**config.mk**
```make
export PLATFORM = sky130hd
export DESIGN_NAME = pipe_hazard_ctrl
export DESIGN_NICKNAME = d
export VERILOG_FILES = /design/src/rtl/pipe_hazard_ctrl_pkg.sv /design/src/rtl/pipe_hazard_ctrl_hazard_detect.sv /design/src/rtl/pipe_hazard_ctrl.sv
export SDC_FILE = /design/constraint.sdc
export NUM_CORES = 1
export LEC_CHECK = 0
export ABC_CLOCK_PERIOD_IN_PS = 3150
export BUFFER_PORTS_ARGS = -buffer_cell sky130_fd_sc_hd__buf_2
export CORE_ASPECT_RATIO = 1.75
export CORE_MARGIN = 8
export CORE_UTILIZATION = 53
export DETAILED_ROUTE_END_ITERATION = 8
export MAX_ROUTING_LAYER = met4
export PLACE_DENSITY = 0.95
export SETUP_SLACK_MARGIN = 0.4
export SYNTH_ARGS = -nofsm -noshare
export SYNTH_HDL_FRONTEND = slang
export SYNTH_SLANG_ARGS = --single-unit
```
**constraint.sdc**
```tcl
create_clock -name clk -period 3.15 [get_ports clk]
set_input_delay 0.315 -clock clk [delete_from_list [all_inputs] [get_ports clk]]
set_output_delay 0.315 -clock clk [all_outputs]
set_load 0.01 [all_outputs]
```
**src/rtl/pipe_hazard_ctrl_pkg.sv**
```systemverilog
// Shared definitions for the pipeline sequencing controller.
package pipe_hazard_ctrl_pkg;

   // Register file address width of the 16-bit CPU
   localparam int unsigned REG_AW           = 4;
   // Default bubble count before the pipeline counts as empty (D, E, M, W)
   localparam int unsigned DRAIN_CYCLES_DEF = 4;

   typedef enum logic [1:0] {
      ST_RUN    = 2'd0,
      ST_DRAIN  = 2'd1,
      ST_HALTED = 2'd2
   } state_t;

endpackage

```
**src/rtl/pipe_hazard_ctrl_hazard_detect.sv**
```systemverilog
// Load-use comparator: a load in E whose destination is read by the
// instruction in D. Purely combinational so a forwarding unit can reuse it.
module hazard_detect
   import pipe_hazard_ctrl_pkg::*;
(
   input  logic [REG_AW-1:0] srcAdd1D,
   input  logic [REG_AW-1:0] srcAdd2D,
   input  logic              srcUse1D,
   input  logic              srcUse2D,
   input  logic [REG_AW-1:0] destAddE,
   input  logic              RegWriteE,
   input  logic              MemToRegE,
   output logic              loadUse
);

   // Either live source operand matching the pending load destination
   always_comb begin
      loadUse = MemToRegE & RegWriteE &
                ((srcUse1D & (srcAdd1D == destAddE)) |
                 (srcUse2D & (srcAdd2D == destAddE)));
   end

endmodule

```
**src/rtl/pipe_hazard_ctrl.sv**
```systemverilog
// Pipeline stall/flush sequencer with debug-loader drain/halt handshake
// and a saturating stall-cycle counter.
module pipe_hazard_ctrl
   import pipe_hazard_ctrl_pkg::*;
#(
   parameter int unsigned DRAIN_CYCLES = DRAIN_CYCLES_DEF,
   parameter int unsigned CNT_W        = 16
) (
   input  logic              clk,
   input  logic              reset,
   input  logic [REG_AW-1:0] srcAdd1D,
   input  logic [REG_AW-1:0] srcAdd2D,
   input  logic              srcUse1D,
   input  logic              srcUse2D,
   input  logic [REG_AW-1:0] destAddE,
   input  logic              RegWriteE,
   input  logic              MemToRegE,
   input  logic              branchTakenE,
   input  logic              memBusyM,
   input  logic              haltReq,
   output logic              stallF,
   output logic              stallD,
   output logic              stallE,
   output logic              stallM,
   output logic              flushD,
   output logic              flushC,
   output logic              haltAck,
   output logic [CNT_W-1:0]  stallCount
);

   localparam int unsigned   DCW        = (DRAIN_CYCLES > 1) ? $clog2(DRAIN_CYCLES) : 1;
   localparam logic [DCW-1:0] DRAIN_LOAD = DCW'(DRAIN_CYCLES - 1);

   state_t         state, stateNext;
   logic [DCW-1:0] drainCnt, drainCntNext;
   logic           loadUse;
   logic           sF, sD, sE, sM, fD, fC;

   hazard_detect uHazard (
      .srcAdd1D  (srcAdd1D),
      .srcAdd2D  (srcAdd2D),
      .srcUse1D  (srcUse1D),
      .srcUse2D  (srcUse2D),
      .destAddE  (destAddE),
      .RegWriteE (RegWriteE),
      .MemToRegE (MemToRegE),
      .loadUse   (loadUse)
   );

   // State, drain counter, halt acknowledge and stall counter registers
   always_ff @(posedge clk or negedge reset) begin
      if (!reset) begin
         state      <= ST_RUN;
         drainCnt   <= '0;
         haltAck    <= 1'b0;
         stallCount <= '0;
      end else begin
         state    <= stateNext;
         drainCnt <= drainCntNext;
         haltAck  <= (stateNext == ST_HALTED);
         if (stallF && (stallCount != '1))
            stallCount <= stallCount + 1'b1;
      end
   end

   // Next-state and raw stall/flush priority per state
   always_comb begin
      stateNext    = state;
      drainCntNext = drainCnt;
      sF = 1'b0; sD = 1'b0; sE = 1'b0; sM = 1'b0;
      fD = 1'b0; fC = 1'b0;
      unique case (state)
         ST_RUN: begin
            if (memBusyM) begin
               sF = 1'b1; sD = 1'b1; sE = 1'b1; sM = 1'b1;
            end else if (branchTakenE) begin
               fD = 1'b1; fC = 1'b1;
            end else if (loadUse) begin
               sF = 1'b1; sD = 1'b1; fC = 1'b1;
            end
            if (haltReq && !memBusyM) begin
               stateNext    = ST_DRAIN;
               drainCntNext = DRAIN_LOAD;
            end
         end
         ST_DRAIN: begin
            // A taken branch restarts the bubble count: its target must drain too
            if (memBusyM) begin
               sF = 1'b1; sD = 1'b1; sE = 1'b1; sM = 1'b1;
            end else if (branchTakenE) begin
               fD = 1'b1; fC = 1'b1;
               drainCntNext = DRAIN_LOAD;
            end else begin
               sF = 1'b1; fD = 1'b1;
               if (drainCnt == '0)
                  stateNext = ST_HALTED;
               else
                  drainCntNext = drainCnt - 1'b1;
            end
            if (!haltReq) begin
               stateNext    = ST_RUN;
               drainCntNext = '0;
            end
         end
         ST_HALTED: begin
            sF = 1'b1; sD = 1'b1; fC = 1'b1;
            if (!haltReq)
               stateNext = ST_RUN;
         end
         default: begin
            stateNext    = ST_RUN;
            drainCntNext = '0;
         end
      endcase
   end

   // Controls forced inactive while reset is held low
   always_comb begin
      stallF = sF & reset;
      stallD = sD & reset;
      stallE = sE & reset;
      stallM = sM & reset;
      flushD = fD & reset;
      flushC = fC & reset;
   end

endmodule
```
==> Word-level counts from Yosys, hierarchy flattened <==
Index checks and enable logic that the tools add are counted.
{ "classes": {"n_eq_ne": 9, "bitwise": 11, "n_reduce_logical": 7, "n_mux": 29, "add_sub_neg": 2} }
{ "ops": {"columns": ["op", "n"], "rows": [
  ["2-to-1 mux 2 bit", 11],
  ["adder 16 x 1 -> 16 bit, second input constant", 1],
  ["inequality test 16 bit, second input constant", 1],
  ["2-to-1 mux 1 bit", 12],
  ["one-hot mux 2 bit (3 select lines)", 2],
  ["bitwise AND 1 bit", 9],
  ["one-hot mux 1 bit (3 select lines)", 3],
  ["equality test 4 bit", 2],
  ["equality test 2 bit, second input constant", 2],
  ["zero test 2 bit", 2],
  ["inequality test 4 bit, second input constant", 1],
  ["AND reduction 4 bit", 1],
  ["inequality test 3 bit, second input constant", 1],
  ["equality test 2 x 1 -> 1 bit, second input constant", 1],
  ["logical AND 1 bit", 2],
  ["inequality test 2 bit, second input constant", 1],
  ["one-hot mux 1 bit (2 select lines)", 1],
  ["OR reduction 2 bit", 1],
  ["subtractor 2 x 1 -> 2 bit, second input constant", 1],
  ["zero test 1 bit", 1],
  ["NOT 1 bit", 1],
  ["OR 1 bit", 1]
]} }
{ "totals": {"inputBits": 21, "elab_cells": 62, "out_inout_bits": 23, "register_bits": 21} }

==> Depth between registers and ports, before layout <==
{ "logic_depth": {"ltp_word": 10, "ltp_mapped": 8, "ltp_nobuf": 7} }

==> Hierarchy <==
From an unflattened synthesis, not the netlist that was laid out.
{ "hier_totals": {"hier_cells": 129, "hier_area_um2": 1315.0} }
{ "by_module_without_submodules": {"columns": ["mod", "area_each_um2", "seq_area_each_um2", "cells_each", "n_inst"], "rows": [
  ["pipe_hazard_ctrl", 1216.2, 525.5, 117, 1],
  ["hazard_detect", 98.8, 0.0, 12, 1]
]} }

==> Worst setup path after synthesis <==
Ideal clock, no wire load.
{ "synth_timing": {"path_kind": "input to register", "start": "in destAddE[1]", "end": "reg stallCount[14]", "setup_ps": 128, "path_slack_ps": 1281, "t_required_ps": 3022, "arrival_ps": 1741, "n_path_buf": 0, "cell_stages": 5, "path_cell_list": "xor2_1 > or4_4 > o21a_4 > nor3_1 > mux2_1"} }
{ "synth_via": {"elab_chain_cells": 10, "elab_cells_between_ends": 12, "classes_between": "eq/ne (2); mux (4); bitwise (5); reduce/logical (1)"} }
{ "synth_rtl": {"columns": ["item", "line", "text"], "rows": [
  ["start, declared", "pipe_hazard_ctrl.sv:15", "input logic [REG_AW-1:0] destAddE,"],
  ["equality test 4 bit (on tied branches)", "pipe_hazard_ctrl_hazard_detect.sv:19, pipe_hazard_ctrl_hazard_detect.sv:20", null],
  ["bitwise AND 1 bit (on tied branches)", "pipe_hazard_ctrl_hazard_detect.sv:19, pipe_hazard_ctrl_hazard_detect.sv:20", null],
  ["OR 1 bit *", "pipe_hazard_ctrl_hazard_detect.sv:19", "((srcUse1D & (srcAdd1D == destAddE)) |"],
  ["bitwise AND 1 bit *", "pipe_hazard_ctrl_hazard_detect.sv:18", "loadUse = MemToRegE & RegWriteE &"],
  ["2-to-1 mux 1 bit *", "pipe_hazard_ctrl.sv:78", "end else if (loadUse) begin"],
  ["2-to-1 mux 1 bit *", "pipe_hazard_ctrl.sv:76", "end else if (branchTakenE) begin"],
  ["2-to-1 mux 1 bit *", "pipe_hazard_ctrl.sv:74", "if (memBusyM) begin"],
  ["one-hot mux 1 bit (3 select lines) *", "pipe_hazard_ctrl.sv:72", "unique case (state)"],
  ["bitwise AND 1 bit *", "pipe_hazard_ctrl.sv:119", "stallF = sF & reset;"],
  ["logical AND 1 bit *", "pipe_hazard_ctrl.sv:61", "if (stallF && (stallCount != '1))"],
  ["end signal, assigned", "pipe_hazard_ctrl.sv:62", "stallCount <= stallCount + 1'b1;"],
  ["end, declared", "pipe_hazard_ctrl.sv:28", "output logic [CNT_W-1:0] stallCount"]
]} }
Mark *: on every way between the ends. The rest lies on a longest branch, timed or not.
A chain may end at the register's enable or synchronous reset.

==> Final worst setup path <==
{ "layout_timing": {"start": "reg state[1]", "end": "out stallF"} }
{ "layout_via": {"elab_chain_cells": 3, "elab_cells_between_ends": 5, "classes_between": "eq/ne (2); mux (1); bitwise (1); reduce/logical (1)"} }
{ "layout_rtl": {"columns": ["item", "line", "text"], "rows": [
  ["start, declared", "pipe_hazard_ctrl.sv:34", "state_t state, stateNext;"],
  ["start signal, assigned", "pipe_hazard_ctrl.sv:58", "state <= stateNext;"],
  ["equality test 2 bit, or another cell as far along", "pipe_hazard_ctrl.sv:72", null],
  ["one-hot mux 1 bit (3 select lines) *", "pipe_hazard_ctrl.sv:72", null],
  ["bitwise AND 1 bit *", "pipe_hazard_ctrl.sv:119", null],
  ["end, declared", "pipe_hazard_ctrl.sv:21", "output logic stallF,"]
]} }
Marked as above.

==> impl_metrics.tcl <==
set metrics [dict create \
    yosysWarningCount 0 \
    worst_case_clock_buffer_depth 2 \
    clockRootBuffer "sky130_fd_sc_hd__clkbuf_8" \
    synth_largest_area_cell "sky130_fd_sc_hd__dfrtp_1" \
    grtUsageMet1 0.165 \
    tot_gr_track_use 0.150 \
    globalRouteMet3Util 0.0308 \
    dieArea_um2 4400 \
    cells_after_synthesis 137 \
    antennaDiodeCount 0 \
    detail_route.wl_per_cell_um 14.3 \
    crit_path_start_kind "flop" \
    synth_edf_count 0 \
    finalWorstPathRequiredPeriod_ns 2.29 \
    synth.ff_latch_count 21 \
    first_global_vias 1193 \
    synth_flop_cell "sky130_fd_sc_hd__dfrtp_1" \
    critPathMaxFanout 16 \
    cts.sinks 21 \
    synth_area_um2 1320 \
    detail_route.first_pass.iterations 4 \
    power.density_nw_per_um2 458 \
    place_congestion 0.787 \
    timing.critical_path.arrival_ns 1.98 \
    yosys-top-cells-area "sky130_fd_sc_hd__dfrtp_1, sky130_fd_sc_hd__xor2_1, sky130_fd_sc_hd__xnor2_1, sky130_fd_sc_hd__nand4_1, sky130_fd_sc_hd__nand3_1" \
    postCtsHoldBufs 0 \
    grt_pass1_wl_mm 4.98 \
    run_status "complete, no violations" \
    crit_path_end_kind "output port" \
    post-synth-top-count-cell "sky130_fd_sc_hd__dfrtp_1" \
    max-slew-margin-rel 0.788 \
    timing.max_cap.violations 0 \
    dp.cells 202 \
    fp.coreArea_um2 2430 \
    cts.reportedPaths.clkPinSlew_ns 0.07 \
    dieWidth_um 53.7 \
    detailroute.via_count 1138 \
    finalHoldViolations 0 \
    leakagePower_nw 0.837 \
    r2r_start "state[1]" \
    drt.antenna.violating_nets 0 \
    worst_r2r_path_depth 6 \
    synth_async_sr_flop_share 1.00 \
    wirelength_mm 2.94 \
    rows 24 \
    count_of_unique_library_cells_instantiated_by_yosys 37 \
    worst_skew_pair.late_latency_ns 0.26 \
    final.period_utilization 0.728 \
    design.final.nets 204 \
    cts_tree "yes" \
    post_route_cells_drive_above_1_share 0.311 \
    endpoint_required_time_on_the_critical_path_ns 2.83 \
    grt-busiest-layer "met2" \
    drt_iter0_drc 26 \
    core_util_final 0.651 \
    reg2reg_setup_slack_ns 1.08 \
    largest_net_degree_at_the_start_of_global_routing 27 \
    synth.yosys.seq_area_share 0.399 \
    setup_viol_count_final 0 \
    max_clock_freq_ghz 0.436 \
    number_of_buffer_cells_added_on_primary_ports 43 \
    globalRouteMet2Util 0.242 \
    ctsResizeCount 0 \
    final-max-slew-violation-count 0 \
    post_drt_via_cell_ratio 5.52 \
    cts.htree.levels 1 \
    fin_worst_skew_ns 0.00359 \
    mappedNetlistNets 160 \
    tns_ns 0 \
    hold_path.class "in2async" \
    number_of_antenna_violations_at_the_first_check_in_global_routing 0 \
    floorplan.io_pins 44 \
    synth.top_cells.by_count "sky130_fd_sc_hd__dfrtp_1, sky130_fd_sc_hd__xor2_1, sky130_fd_sc_hd__inv_1, sky130_fd_sc_hd__nand2_1, sky130_fd_sc_hd__nor2_1" \
    worst_max_slew_pin_slew_ns 0.309 \
    regToRegEndpoint "stallCount[12]" \
    drt_drc_violations_left 0 \
    cts_setup_buffers 0 \
    area_delta_synth_final_pct 20.2 \
    floorplan.die.height_um 82.0 \
    vdd.ir_drop.worst_mv 0.465 \
    dpl.hpwl_mm 2.33 \
    timing.setup.critical_path_class "reg2out" \
    grt_overflow 0 \
    netlist.area_leader.share 0.399 \
    initial_core_utilization 0.542 \
    synth_area_per_cell_um2 9.62 \
    number_of_buffers_created_by_cts 3 \
    fin_cells 206 \
    setup_repair_after_global_routing_missed_its_margin "false" \
]
==> registers in the layout (all words and copies together) (netlist names) <==
name	count
stallCount	16
drainCnt	2
state	2
haltAck	1
==> cell usage in the layout, fill, tap and decap left out, types with 3 or more instances in the layout <==
cell,count
sky130_fd_sc_hd__buf_2,43
sky130_fd_sc_hd__clkbuf_8,3
sky130_fd_sc_hd__nor3_1,3
sky130_fd_sc_hd__dfrtp_1,21
sky130_fd_sc_hd__mux2_1,3
sky130_fd_sc_hd__a21oi_1,4
sky130_fd_sc_hd__nor2b_1,5
sky130_fd_sc_hd__o21ai_0,5
sky130_fd_sc_hd__nand3_1,8
sky130_fd_sc_hd__xor2_1,14
sky130_fd_sc_hd__and3_1,3
sky130_fd_sc_hd__inv_1,9
sky130_fd_sc_hd__nand4_1,7
sky130_fd_sc_hd__nor2_1,9
sky130_fd_sc_hd__xnor2_1,7
sky130_fd_sc_hd__nand2_1,9
==> worst max-delay path, cell delays in order (launching register included) <==
cell,delay [ns]
sky130_fd_sc_hd__dfrtp_1,0.49
sky130_fd_sc_hd__or3b_1,0.44
sky130_fd_sc_hd__nand3_1,0.14
sky130_fd_sc_hd__o31a_1,0.16
sky130_fd_sc_hd__o21a_4,0.27
sky130_fd_sc_hd__inv_1,0.07
sky130_fd_sc_hd__buf_2,0.14
==> power by group <==
group | switching [mW] | leakage, nW | total [mW] | internal (mW)
Sequential | 0.0432 | 0.267 | 0.354 | 0.310
Clock | 0.0820 | 0.0228 | 0.172 | 0.0901
Combinational | 0.109 | 0.547 | 0.199 | 0.0901
Total | 0.234 | 0.837 | 0.725 | 0.491
==> cell type report <==
cell class | instances | area, um2
fill | 210 | 848
multi-input combinational | 102 | 724
sequential | 21 | 526
timing repair buffer | 44 | 223
clock buffer | 4 | 45.0
inverter | 9 | 33.8
tap | 26 | 32.5
==> through the flow <==
step	worst slack (ns)	power (mW)	instance area, um2	hold slack, ns
floorplan	1.28	0.480	1320	0.0194
global route	0.681	0.773	1580	0.0973
CTS	0.833	0.736	1580	0.0690
finish	0.856	0.725	1580	0.0651
detailed placement	0.999	0.562	1540	0.350
global placement	1.06	0.553	1540	0.354
==> how the worst max path moves through the flow <==
| stage | start | to | slack [ns] |
|---|---|---|---|
| after detailed placement | destAddE[1] | stallCount[12] | 1.0 |
| after global placement | destAddE[1] | stallCount[14] | 1.06 |
| after CTS | state[1] | stallF | 0.83 |
| after floorplan | destAddE[1] | stallCount[14] | 1.28 |
| final | state[1] | stallF | 0.86 |
| after global routing | state[1] | stallF | 0.68 |
==> logic make-up after synthesis <==
| family | after synthesis | share of synthesized area |
|---|---|---|
| multiplexers | 4 | 0.0332 |
| AND/OR/NAND/NOR | 58 | 0.271 |
| buffers and inverters | 14 | 0.0513 |
| XOR/XNOR | 21 | 0.140 |
| flip-flops | 21 | 0.399 |
| AO/OA/AOI/OAI | 17 | 0.0874 |
| adder cells (fa/ha/maj) | 2 | 0.0190 |
==> per-layer routing <==
metal	wire, um	vias to the layer above
met5	0	-
met4	85	0
met3	212	9
met2	1510	40
met1	1140	533
li1	-	556
Power figures use the tool's default switching activity.
